==> src/rtl/spi_cmd_dispatch_pkg.sv <==
// Shared definitions for the SPI command dispatcher and the transmit-side
// response decoder: opcodes, error codes, response nibbles, FSM states and
// response word builders.
package spi_cmd_pkg;

    localparam logic [3:0] OP_WR  = 4'h1;
    localparam logic [3:0] OP_RD  = 4'h2;
    localparam logic [3:0] OP_BLK = 4'h3;

    localparam logic [3:0] ERR_BAD_OP  = 4'h1;
    localparam logic [3:0] ERR_BAD_LEN = 4'h2;
    localparam logic [3:0] ERR_TIMEOUT = 4'h3;

    localparam logic [3:0] RESP_NIB_RD  = 4'h2;
    localparam logic [3:0] RESP_NIB_ERR = 4'hF;

    typedef enum logic [2:0] {
        ST_IDLE   = 3'd0,
        ST_DECODE = 3'd1,
        ST_REG    = 3'd2,
        ST_BLK    = 3'd3,
        ST_RESP   = 3'd4
    } state_e;

    // Error response: {F, 0, opcode, code, addr, 0}
    function automatic logic [31:0] err_word(input logic [3:0]  op,
                                             input logic [3:0]  code,
                                             input logic [11:0] addr);
        return {RESP_NIB_ERR, 4'h0, op, code, addr, 4'h0};
    endfunction

    // Read response: {2, addr, data}
    function automatic logic [31:0] rd_word(input logic [11:0] addr,
                                            input logic [15:0] data);
        return {RESP_NIB_RD, addr, data};
    endfunction

endpackage

==> src/rtl/spi_cmd_dispatch_if.sv <==
// Bundle of the receive FIFO, transmit FIFO, register bus and payload
// stream signals around the command dispatcher. The master modport is the
// dispatcher side; slave is the surrounding system.
interface spi_cmd_dispatch_if;

    logic        cmd_rdy;
    logic [31:0] cmd_dout;
    logic        cmd_rd_en;

    logic        resp_full;
    logic        resp_wr_en;
    logic [31:0] resp_din;

    logic        reg_wr;
    logic        reg_rd;
    logic [11:0] reg_addr;
    logic [15:0] reg_wdata;
    logic [15:0] reg_rdata;
    logic        reg_ack;

    logic        blk_valid;
    logic        blk_ready;
    logic [31:0] blk_data;
    logic        blk_last;

    logic [7:0]  err_cnt;

    modport master (
        input  cmd_rdy, cmd_dout, resp_full, reg_rdata, reg_ack, blk_ready,
        output cmd_rd_en, resp_wr_en, resp_din, reg_wr, reg_rd, reg_addr,
               reg_wdata, blk_valid, blk_data, blk_last, err_cnt
    );

    modport slave (
        output cmd_rdy, cmd_dout, resp_full, reg_rdata, reg_ack, blk_ready,
        input  cmd_rd_en, resp_wr_en, resp_din, reg_wr, reg_rd, reg_addr,
               reg_wdata, blk_valid, blk_data, blk_last, err_cnt
    );

endinterface

==> src/rtl/spi_cmd_watchdog.sv <==
// Stall watchdog for the command dispatcher. Only built when
// SPI_CMD_TIMEOUT_EN is defined. Counts while run_i is high, restarts on
// clear_i, and flags expiry once the count reaches LIMIT.
`ifdef SPI_CMD_TIMEOUT_EN
module spi_cmd_watchdog #(
    parameter int unsigned LIMIT = 1023
) (
    input  logic clk,
    input  logic rst_n,
    input  logic run_i,
    input  logic clear_i,
    output logic expired_o
);

    localparam int unsigned CW = ($clog2(LIMIT + 1) < 10) ? 10 : $clog2(LIMIT + 1);
    localparam logic [CW-1:0] LIMIT_C = CW'(LIMIT);

    logic [CW-1:0] cnt_q;
    logic [CW-1:0] cnt_d;

    // Next count: clear wins, then count up and hold at the limit
    always_comb begin
        cnt_d = cnt_q;
        if (clear_i) begin
            cnt_d = {CW{1'b0}};
        end else if (run_i && (cnt_q != LIMIT_C)) begin
            cnt_d = cnt_q + {{(CW-1){1'b0}}, 1'b1};
        end else begin
            cnt_d = cnt_q;
        end
    end

    // Counter register
    always_ff @(posedge clk or negedge rst_n) begin
        if (!rst_n) begin
            cnt_q <= {CW{1'b0}};
        end else begin
            cnt_q <= cnt_d;
        end
    end

    assign expired_o = run_i & ~clear_i & (cnt_q == LIMIT_C);

endmodule
`endif

==> src/rtl/spi_cmd_dispatch.sv <==
// SPI command dispatcher: pops header words from the receive FIFO, runs
// register writes/reads, streams block payloads, and posts read responses
// and error words to the transmit FIFO.
// Optional feature: define SPI_CMD_TIMEOUT_EN to enable the reg_ack and
// payload starvation watchdog (error code 3).
module spi_cmd_dispatch
    import spi_cmd_pkg::*;
#(
    parameter int unsigned TIMEOUT_CYCLES = 1023,
    parameter int unsigned MAX_BLK_LEN    = 4095
) (
    input  logic                 clk,
    input  logic                 rst_n,
    spi_cmd_dispatch_if.master   bus
);

    localparam logic [31:0] MAX_LEN_C = 32'(MAX_BLK_LEN);

    state_e      state_q, state_d;
    logic [31:0] hdr_q, hdr_d;
    logic [11:0] remaining_q, remaining_d;
    logic        reg_wr_q, reg_wr_d;
    logic        reg_rd_q, reg_rd_d;
    logic [31:0] resp_din_q, resp_din_d;
    logic        resp_err_q, resp_err_d;
    logic [7:0]  err_cnt_q, err_cnt_d;
    logic        active_q;

    logic        cmd_rd_en_s;
    logic        resp_wr_en_s;
    logic        blk_valid_s;
    logic        blk_last_s;
    logic [31:0] blk_data_s;
    logic        xfer_s;
    logic        timeout_s;

    logic [3:0]  op_s;
    logic [11:0] addr_s;
    logic [15:0] len_s;

    assign op_s   = hdr_q[31:28];
    assign addr_s = hdr_q[27:16];
    assign len_s  = hdr_q[15:0];

    assign xfer_s = (state_q == ST_BLK) & bus.cmd_rdy & bus.blk_ready;

`ifdef SPI_CMD_TIMEOUT_EN
    logic wd_run_s;
    logic wd_clear_s;

    // Count in REG, and in BLK only while no word moves; restart elsewhere
    assign wd_run_s   = (state_q == ST_REG) | ((state_q == ST_BLK) & ~xfer_s);
    assign wd_clear_s = ~((state_q == ST_REG) | (state_q == ST_BLK)) | xfer_s;

    spi_cmd_watchdog #(
        .LIMIT     (TIMEOUT_CYCLES)
    ) u_watchdog (
        .clk       (clk),
        .rst_n     (rst_n),
        .run_i     (wd_run_s),
        .clear_i   (wd_clear_s),
        .expired_o (timeout_s)
    );
`else
    logic unused_tmo_s;

    assign timeout_s    = 1'b0;
    assign unused_tmo_s = ^TIMEOUT_CYCLES;
`endif

    // Next-state logic and combinational FIFO/stream handshakes
    always_comb begin
        state_d      = state_q;
        hdr_d        = hdr_q;
        remaining_d  = remaining_q;
        reg_wr_d     = reg_wr_q;
        reg_rd_d     = reg_rd_q;
        resp_din_d   = resp_din_q;
        resp_err_d   = resp_err_q;
        err_cnt_d    = err_cnt_q;
        cmd_rd_en_s  = 1'b0;
        resp_wr_en_s = 1'b0;
        blk_valid_s  = 1'b0;
        blk_last_s   = 1'b0;
        blk_data_s   = 32'd0;

        case (state_q)
            ST_IDLE: begin
                cmd_rd_en_s = bus.cmd_rdy & active_q;
                if (bus.cmd_rdy && active_q) begin
                    hdr_d   = bus.cmd_dout;
                    state_d = ST_DECODE;
                end else begin
                    state_d = ST_IDLE;
                end
            end

            ST_DECODE: begin
                case (op_s)
                    OP_WR: begin
                        reg_wr_d = 1'b1;
                        state_d  = ST_REG;
                    end
                    OP_RD: begin
                        reg_rd_d = 1'b1;
                        state_d  = ST_REG;
                    end
                    OP_BLK: begin
                        if ({16'd0, len_s} > MAX_LEN_C) begin
                            // Payload is left in the FIFO on purpose
                            resp_din_d = err_word(op_s, ERR_BAD_LEN, addr_s);
                            resp_err_d = 1'b1;
                            state_d    = ST_RESP;
                        end else if (len_s == 16'd0) begin
                            state_d = ST_IDLE;
                        end else begin
                            remaining_d = len_s[11:0];
                            state_d     = ST_BLK;
                        end
                    end
                    default: begin
                        resp_din_d = err_word(op_s, ERR_BAD_OP, addr_s);
                        resp_err_d = 1'b1;
                        state_d    = ST_RESP;
                    end
                endcase
            end

            ST_REG: begin
                if (bus.reg_ack) begin
                    reg_wr_d = 1'b0;
                    reg_rd_d = 1'b0;
                    if (reg_rd_q) begin
                        resp_din_d = rd_word(addr_s, bus.reg_rdata);
                        resp_err_d = 1'b0;
                        state_d    = ST_RESP;
                    end else begin
                        state_d = ST_IDLE;
                    end
                end else if (timeout_s) begin
                    reg_wr_d   = 1'b0;
                    reg_rd_d   = 1'b0;
                    resp_din_d = err_word(op_s, ERR_TIMEOUT, addr_s);
                    resp_err_d = 1'b1;
                    state_d    = ST_RESP;
                end else begin
                    state_d = ST_REG;
                end
            end

            ST_BLK: begin
                blk_valid_s = bus.cmd_rdy;
                blk_data_s  = bus.cmd_dout;
                blk_last_s  = (remaining_q == 12'd1);
                cmd_rd_en_s = bus.cmd_rdy & bus.blk_ready;
                if (xfer_s) begin
                    remaining_d = remaining_q - 12'd1;
                    if (remaining_q == 12'd1) begin
                        state_d = ST_IDLE;
                    end else begin
                        state_d = ST_BLK;
                    end
                end else if (timeout_s) begin
                    resp_din_d = err_word(op_s, ERR_TIMEOUT, 12'd0);
                    resp_err_d = 1'b1;
                    state_d    = ST_RESP;
                end else begin
                    state_d = ST_BLK;
                end
            end

            ST_RESP: begin
                if (!bus.resp_full) begin
                    resp_wr_en_s = 1'b1;
                    state_d      = ST_IDLE;
                    if (resp_err_q && (err_cnt_q != 8'hFF)) begin
                        err_cnt_d = err_cnt_q + 8'd1;
                    end else begin
                        err_cnt_d = err_cnt_q;
                    end
                end else begin
                    state_d = ST_RESP;
                end
            end

            default: begin
                state_d = ST_IDLE;
            end
        endcase
    end

    // FSM state register
    always_ff @(posedge clk or negedge rst_n) begin
        if (!rst_n) begin
            state_q <= ST_IDLE;
        end else begin
            state_q <= state_d;
        end
    end

    // Header, counters, strobes and response registers
    always_ff @(posedge clk or negedge rst_n) begin
        if (!rst_n) begin
            hdr_q       <= 32'd0;
            remaining_q <= 12'd0;
            reg_wr_q    <= 1'b0;
            reg_rd_q    <= 1'b0;
            resp_din_q  <= 32'd0;
            resp_err_q  <= 1'b0;
            err_cnt_q   <= 8'd0;
            active_q    <= 1'b0;
        end else begin
            hdr_q       <= hdr_d;
            remaining_q <= remaining_d;
            reg_wr_q    <= reg_wr_d;
            reg_rd_q    <= reg_rd_d;
            resp_din_q  <= resp_din_d;
            resp_err_q  <= resp_err_d;
            err_cnt_q   <= err_cnt_d;
            // Keeps the pop strobe low while reset is asserted
            active_q    <= 1'b1;
        end
    end

    assign bus.cmd_rd_en  = cmd_rd_en_s;
    assign bus.resp_wr_en = resp_wr_en_s;
    assign bus.resp_din   = resp_din_q;
    assign bus.reg_wr     = reg_wr_q;
    assign bus.reg_rd     = reg_rd_q;
    assign bus.reg_addr   = addr_s;
    assign bus.reg_wdata  = len_s;
    assign bus.blk_valid  = blk_valid_s;
    assign bus.blk_data   = blk_data_s;
    assign bus.blk_last   = blk_last_s;
    assign bus.err_cnt    = err_cnt_q;

endmodule

==> src/flat_wrapper.sv <==
// flat-port wrapper written by rule: the top's interface ports become plain ports
module spi_cmd_dispatch_flat import spi_cmd_pkg::*;
#(
    parameter int unsigned TIMEOUT_CYCLES = 1023,
    parameter int unsigned MAX_BLK_LEN    = 4095
)
  (clk, rst_n, bus_cmd_rdy, bus_cmd_dout, bus_resp_full, bus_reg_rdata, bus_reg_ack, bus_blk_ready, bus_cmd_rd_en, bus_resp_wr_en, bus_resp_din, bus_reg_wr, bus_reg_rd, bus_reg_addr, bus_reg_wdata, bus_blk_valid, bus_blk_data, bus_blk_last, bus_err_cnt);
  spi_cmd_dispatch_if bus_i ();
  input  logic clk;
  input  logic rst_n;
  input wire logic [$bits(bus_i.cmd_rdy)-1:0] bus_cmd_rdy;
  input wire logic [$bits(bus_i.cmd_dout)-1:0] bus_cmd_dout;
  input wire logic [$bits(bus_i.resp_full)-1:0] bus_resp_full;
  input wire logic [$bits(bus_i.reg_rdata)-1:0] bus_reg_rdata;
  input wire logic [$bits(bus_i.reg_ack)-1:0] bus_reg_ack;
  input wire logic [$bits(bus_i.blk_ready)-1:0] bus_blk_ready;
  output wire logic [$bits(bus_i.cmd_rd_en)-1:0] bus_cmd_rd_en;
  output wire logic [$bits(bus_i.resp_wr_en)-1:0] bus_resp_wr_en;
  output wire logic [$bits(bus_i.resp_din)-1:0] bus_resp_din;
  output wire logic [$bits(bus_i.reg_wr)-1:0] bus_reg_wr;
  output wire logic [$bits(bus_i.reg_rd)-1:0] bus_reg_rd;
  output wire logic [$bits(bus_i.reg_addr)-1:0] bus_reg_addr;
  output wire logic [$bits(bus_i.reg_wdata)-1:0] bus_reg_wdata;
  output wire logic [$bits(bus_i.blk_valid)-1:0] bus_blk_valid;
  output wire logic [$bits(bus_i.blk_data)-1:0] bus_blk_data;
  output wire logic [$bits(bus_i.blk_last)-1:0] bus_blk_last;
  output wire logic [$bits(bus_i.err_cnt)-1:0] bus_err_cnt;
  assign bus_i.cmd_rdy = bus_cmd_rdy;
  assign bus_i.cmd_dout = bus_cmd_dout;
  assign bus_i.resp_full = bus_resp_full;
  assign bus_i.reg_rdata = bus_reg_rdata;
  assign bus_i.reg_ack = bus_reg_ack;
  assign bus_i.blk_ready = bus_blk_ready;
  assign bus_cmd_rd_en = bus_i.cmd_rd_en;
  assign bus_resp_wr_en = bus_i.resp_wr_en;
  assign bus_resp_din = bus_i.resp_din;
  assign bus_reg_wr = bus_i.reg_wr;
  assign bus_reg_rd = bus_i.reg_rd;
  assign bus_reg_addr = bus_i.reg_addr;
  assign bus_reg_wdata = bus_i.reg_wdata;
  assign bus_blk_valid = bus_i.blk_valid;
  assign bus_blk_data = bus_i.blk_data;
  assign bus_blk_last = bus_i.blk_last;
  assign bus_err_cnt = bus_i.err_cnt;
  spi_cmd_dispatch #(.TIMEOUT_CYCLES(TIMEOUT_CYCLES), .MAX_BLK_LEN(MAX_BLK_LEN)) u_core (.clk(clk), .rst_n(rst_n), .bus(bus_i));
endmodule
==> config.mk <==
export PLATFORM = sky130hd
export DESIGN_NAME = spi_cmd_dispatch_flat
export DESIGN_NICKNAME = d
export VERILOG_FILES = /design/src/rtl/spi_cmd_dispatch_pkg.sv /design/src/rtl/spi_cmd_dispatch_if.sv /design/src/rtl/spi_cmd_watchdog.sv /design/src/rtl/spi_cmd_dispatch.sv /design/src/flat_wrapper.sv
export SDC_FILE = /design/constraint.sdc
export NUM_CORES = 1
export LEC_CHECK = 0
export CAP_MARGIN = 20
export CORE_MARGIN = 10
export CORE_UTILIZATION = 46
export CTS_CLUSTER_DIAMETER = 120
export DETAILED_ROUTE_END_ITERATION = 8
export GPL_ROUTABILITY_DRIVEN = 0
export GPL_TIMING_DRIVEN = 0
export PLACE_DENSITY = 0.92
export SKIP_CTS_REPAIR_TIMING = 1
export SYNTH_ARGS = -nofsm -noshare
export SYNTH_HDL_FRONTEND = slang
export SYNTH_HIERARCHICAL = 1
export SYNTH_SLANG_ARGS = --single-unit
==> constraint.sdc <==
create_clock -name clk -period 2.19 [get_ports clk]
set_input_delay 0.3285 -clock clk [delete_from_list [all_inputs] [get_ports clk]]
set_output_delay 0.3285 -clock clk [all_outputs]
set_load 0.02 [all_outputs]
Word level (Yosys, flattened, before mapping)
Index checks and enable logic that the tools add are counted.
W data, S select, Z words.
- add/sub/neg operators: 2
- multiply operators: 0
- divide/modulo/power cells: 0
- $lt $le $gt $ge: 1
- equal/unequal tests: 19
- shifts and indexed selects: 0
- mux-type cells: 36
- bitwise logic cells: 5
- reduce and logical (&&, ||, !) cells: 13
- operator list (operator ; number):
    $mux W32 ; 4
    $pmux W32 S2 ; 2
    $mux W12 ; 4
    $pmux W12 S2 ; 1
    $gt A16 B12 Y1 const B ; 1
    $logic_not A16 Y1 ; 1
    $pmux W3 S5 ; 1
    $eq A12 B1 Y1 const B ; 1
    $mux W3 ; 4
    $ne A2 B2 Y1 const B ; 6
    $sub A12 B1 Y12 const B ; 1
    $mux W1 ; 11
    $pmux W1 S2 ; 5
    $reduce_and A5 Y1 ; 2
    $reduce_and A3 Y1 ; 3
    $add A8 B1 Y8 const B ; 1
    $eq A4 B2 Y1 const B ; 2
    $ne A8 B8 Y1 const B ; 1
    $eq A3 B2 Y1 const B ; 2
    $mux W2 ; 3
    $ne A2 B1 Y1 const B ; 3
    $pmux W3 S2 ; 1
    $and A1 B1 Y1 ; 4
    $eq A4 B1 Y1 const B ; 1
    9 further kinds ; 11
- flip-flop bits (word level): 91
- bits in latches: 0
- RAM bits: 0
- memory bits (read-only): 0
- bits of input ports: 54
- output and inout port bits: 106
- word-level logic and storage cells: 85
- memories kept: 0

Logic depth before layout (Yosys ltp)
- depth after elaboration: 5
- gate-level depth with buffers: 8
- depth with buffers taken out: 6

Worst setup path before layout
No wires, ideal clock.
- path kind: register to register
- from: reg u_core.state_q[0]
- to: reg u_core.err_cnt_q[5], in the netlist u_core/bus.err_cnt[5]
- library setup time: 0.080 ns
- arrival time: 1.861 ns
- data required time: 2.110 ns
- path slack: 0.250 ns
- cell stages (with the launch flop): 6
- buffers on the path: 1
- clock period less this slack: 1.940 ns
- path through: dfrtp_1 clkbuf_2 nor4b_2 o211ai_1 nor3_1 xor2_1
- word-level cells in the longest chain between the ends: 2
- RTL lines (element ; RTL line ; source):
    start, declared ; spi_cmd_dispatch.sv:19 ; state_e state_q, state_d;
    start signal, assigned ; spi_cmd_dispatch.sv:197 ; state_q <= state_d;
    $eq A3 B3 Y1 ; spi_cmd_dispatch.sv:87 ; case (state_q)
    $reduce_and A3 Y1 (no line) ; -- ;
    end signal, assigned ; spi_cmd_dispatch.sv:219 ; err_cnt_q <= err_cnt_d;
    end, declared ; spi_cmd_dispatch.sv:26 ; logic [7:0] err_cnt_q, err_cnt_d;
No other way between the ends.
A chain may end at the register's enable or synchronous reset.

Final worst setup path
- from: reg u_core.state_q[0]
- to: out bus_cmd_rd_en
- word-level cells in the longest chain between the ends: 2
- elaborated cells between the ends (all ways): 3
- classes of those cells: eq/ne (1); mux (1); reduce/logical (1)
- RTL lines (element ; RTL line ; source):
    $eq A3 B2 Y1 or $logic_not A3 Y1 (tied branches) ; spi_cmd_dispatch.sv:87 ;
    $pmux W1 S2 * ; spi_cmd_dispatch.sv:87 ;
    end, declared ; flat_wrapper.sv:17 ; output wire logic [$bits(bus_i.cmd_rd_en)-1:0] bus_cmd_rd_en;
Mark *: on every way between the ends. The rest lies on a longest branch, timed or not.

==> impl_metrics.tcl <==
set metrics [dict create \
    grt_max_degree 60 \
    initial_utilization_pct 47.0 \
    max_freq_mhz 451 \
    worst-path-stages 5 \
    synth_seq_area_share_pct 48.1 \
    clockBufferDepth 2 \
    violations "setup timing" \
    synth_commonest_cells "dfrtp_1, mux2_2, and2_1" \
    wl_per_cell_um 19.4 \
    total_leakage_power_nw 2.88 \
    cts_root_buffer "clkbuf_8" \
    synth_area_leaders "dfrtp_1, mux2_2, buf_4" \
    core_um2 9730 \
    cp_num_buf_inv 3 \
    drive_gt1_share_pct 30.9 \
    met2_length_um 7090 \
    areaGrowthSynthToFinish_pct 42.4 \
    power_density_nw_per_um2 1290 \
    chipWidth_um 120 \
    timing_worst_slew_pin_value_ps 637 \
    final.setup.tns_ps -26.2 \
    slew_violations 0 \
    status "finished, violations left" \
    grt-ovfl-total 0 \
    required_ps 1860 \
    synth_edf_count 0 \
    r2r_cells 6 \
    synthAdderAreaFrac_pct 0.820 \
    cts.sinks 88 \
    crit_path_end_kind "output port" \
    power_mw 8.43 \
    synth_warnings 6 \
    max_slew_margin_pct 57.3 \
    path_max_fanout 16 \
    cts_tree "done" \
    critical_path_class "reg -> out" \
    path_cells "buf_6, or4_1, buf_8, nand2_1, buf_4" \
    ioPinCount 160 \
    period_share_pct 101 \
    hold_violations 0 \
    wl_met1_um 5030 \
    synth-seq-cells 88 \
    track_usage_pct 18.9 \
    clock_skew_ps 8.82 \
    synthesis.nets 461 \
    synthFlopType "dfrtp_1" \
    dpl_cell_area_um2 6360 \
    drc 0 \
    ant_nets 0 \
    design_area_um2 6520 \
    layout_setup_ws_ps -26.2 \
    met3_length_um 1430 \
    setup_viol 1 \
    antennaDiodeCount 0 \
    synth_top_family_by_area "multiplexers" \
    async_reset_ff_share_pct 100 \
    synthMuxAreaShare_pct 16.7 \
    dpl.hpwl_um 10500 \
    max_stage_delay_ps 530 \
    critPathSlowestCell "or4_1" \
    antenna_found_initial 0 \
    cp_top_family "simple AND/OR/NAND/NOR gates" \
    num_rows 36 \
    synthSimpleGateAreaFrac_pct 15.8 \
    ir_drop_v 0.000887 \
    fp.dieH_um 120 \
    cts_buffers 9 \
    vias 3823 \
    rsz0062_at_grt "yes" \
    clk_pin_slew_worst_paths_ps 90 \
    clk_latency_ps 380 \
    hp-class "in -> async" \
    synth_xor_area_share_pct 1.53 \
    grt_pass1_wl_um 21600 \
    finalNetCount 634 \
    hold_ws_ps 424 \
    first_pass_iters 5 \
    netlist_area_um2 4580 \
    startpoint_type "flop" \
    synth_top_area_share_pct 48.1 \
    synth_compound_area_share_pct 9.00 \
    dieArea_um2 14300 \
    grt_pass1_vias 3994 \
    crit_arrival_ps 1890 \
    synth_most_common_cell "dfrtp_1" \
    min_period_ps 2220 \
    synth_cells 404 \
    cts.htree.levels 3 \
    viasPerCell 5.35 \
    numPortBuffers 159 \
    yosysTopAreaCell "dfrtp_1" \
    drt_iter0_drc 251 \
    cap_viol_max_count 0 \
    wl_um 13900 \
    ys_types 52 \
    syn_area_per_cell_um2 11.3 \
    highest_layer "met4" \
]
[worst register-to-register path: stages, from the launching register on]
cell and delay, ps:
dfrtp_1 430, nor4_2 540, o211ai_1 180, a21o_1 220, buf_6 150, buf_8 160, mux2_4 300
[worst paths after layout]
kind,startpoint,endpoint,slack (ps)
worst min register to register,u_core/bus.resp_din[25],u_core/bus.resp_din[25],510
worst max register to register,u_core/hdr_q[13],u_core/bus.resp_din[21],100
worst max-delay path,u_core/state_q[0],bus_cmd_rd_en,-30
min in group clk,u_core/bus.resp_din[25],u_core/bus.resp_din[25],510
max in group asynchronous,rst_n,u_core/state_q[2],1120
worst min-delay path,rst_n,u_core/bus.err_cnt[7],420
[cells in the final DEF (no fill, tap or decap), types with 10 or more instances in the layout]
| cell type | instances |
|---|---|
| nand2_1 | 24 |
| buf_4 | 36 |
| clkdlybuf4s50_1 | 122 |
| clkbuf_2 | 30 |
| a22o_1 | 10 |
| mux2_2 | 56 |
| and2_1 | 34 |
| buf_2 | 10 |
| dfrtp_1 | 86 |
| nand3_1 | 14 |
| nor2_1 | 10 |
[cell families (layout without fill, tap and decap cells)]
logic type / Yosys count / count (layout)
and+or+nand+nor: 126 / 126
DFF: 88 / 88
muxes: 65 / 65
buffers and inverters: 58 / 236
AOI/OAI and AO/OA: 55 / 55
xor gates and xnor gates: 8 / 8
adders and majority gates: 3 / 3
other: 1 / 1
[area by class of cell]
type,count,area (µm²)
fillers,762,3210
flip-flops and latches,88,2200
inverters,6,22.5
repair buffers,164,1480
well taps,133,166
multi-input cells,258,2040
clock inverters,5,81.3
plain buffers,50,387
clock buffers,11,131
[sequential cells by signal, indices dropped and copies added (netlist names)]
name	cells
u_core/state_q	3
u_core/bus.reg_rd	1
u_core/bus.resp_din	30
u_core/bus.reg_wr	1
u_core/bus.err_cnt	8
u_core/hdr_q	32
u_core/active_q	1
u_core/remaining_q	12
[stage by stage]
| stage | utilization, % | setup WS [ps] | cells |
|---|---|---|---|
| 3_3_place_gp | 65.1 | -2340 | 696 |
| 3_5_place_dp | 65.4 | -613 | 697 |
| 4_1_cts | 67.5 | -993 | 713 |
| 6_report | 67.0 | -26.2 | 715 |
| 5_1_grt | 67.0 | -115 | 715 |
| 2_1_floorplan | - | 250 | 404 |
[where the power goes]
group,switching (mW),leakage (nW),internal (mW)
combinational,1.81,1.73,2.36
clock,0.589,0.104,0.643
sequential,0.732,1.06,2.30
total,3.13,2.88,5.30
[layer usage]
metal	vias up	global-route usage, %
li1	1772	-
met1	1821	19.4
met2	192	32.8
met3	38	9.70
met4	0	6.11
met5	-	0
No activity file was read; power rests on OpenSTA's default activity.
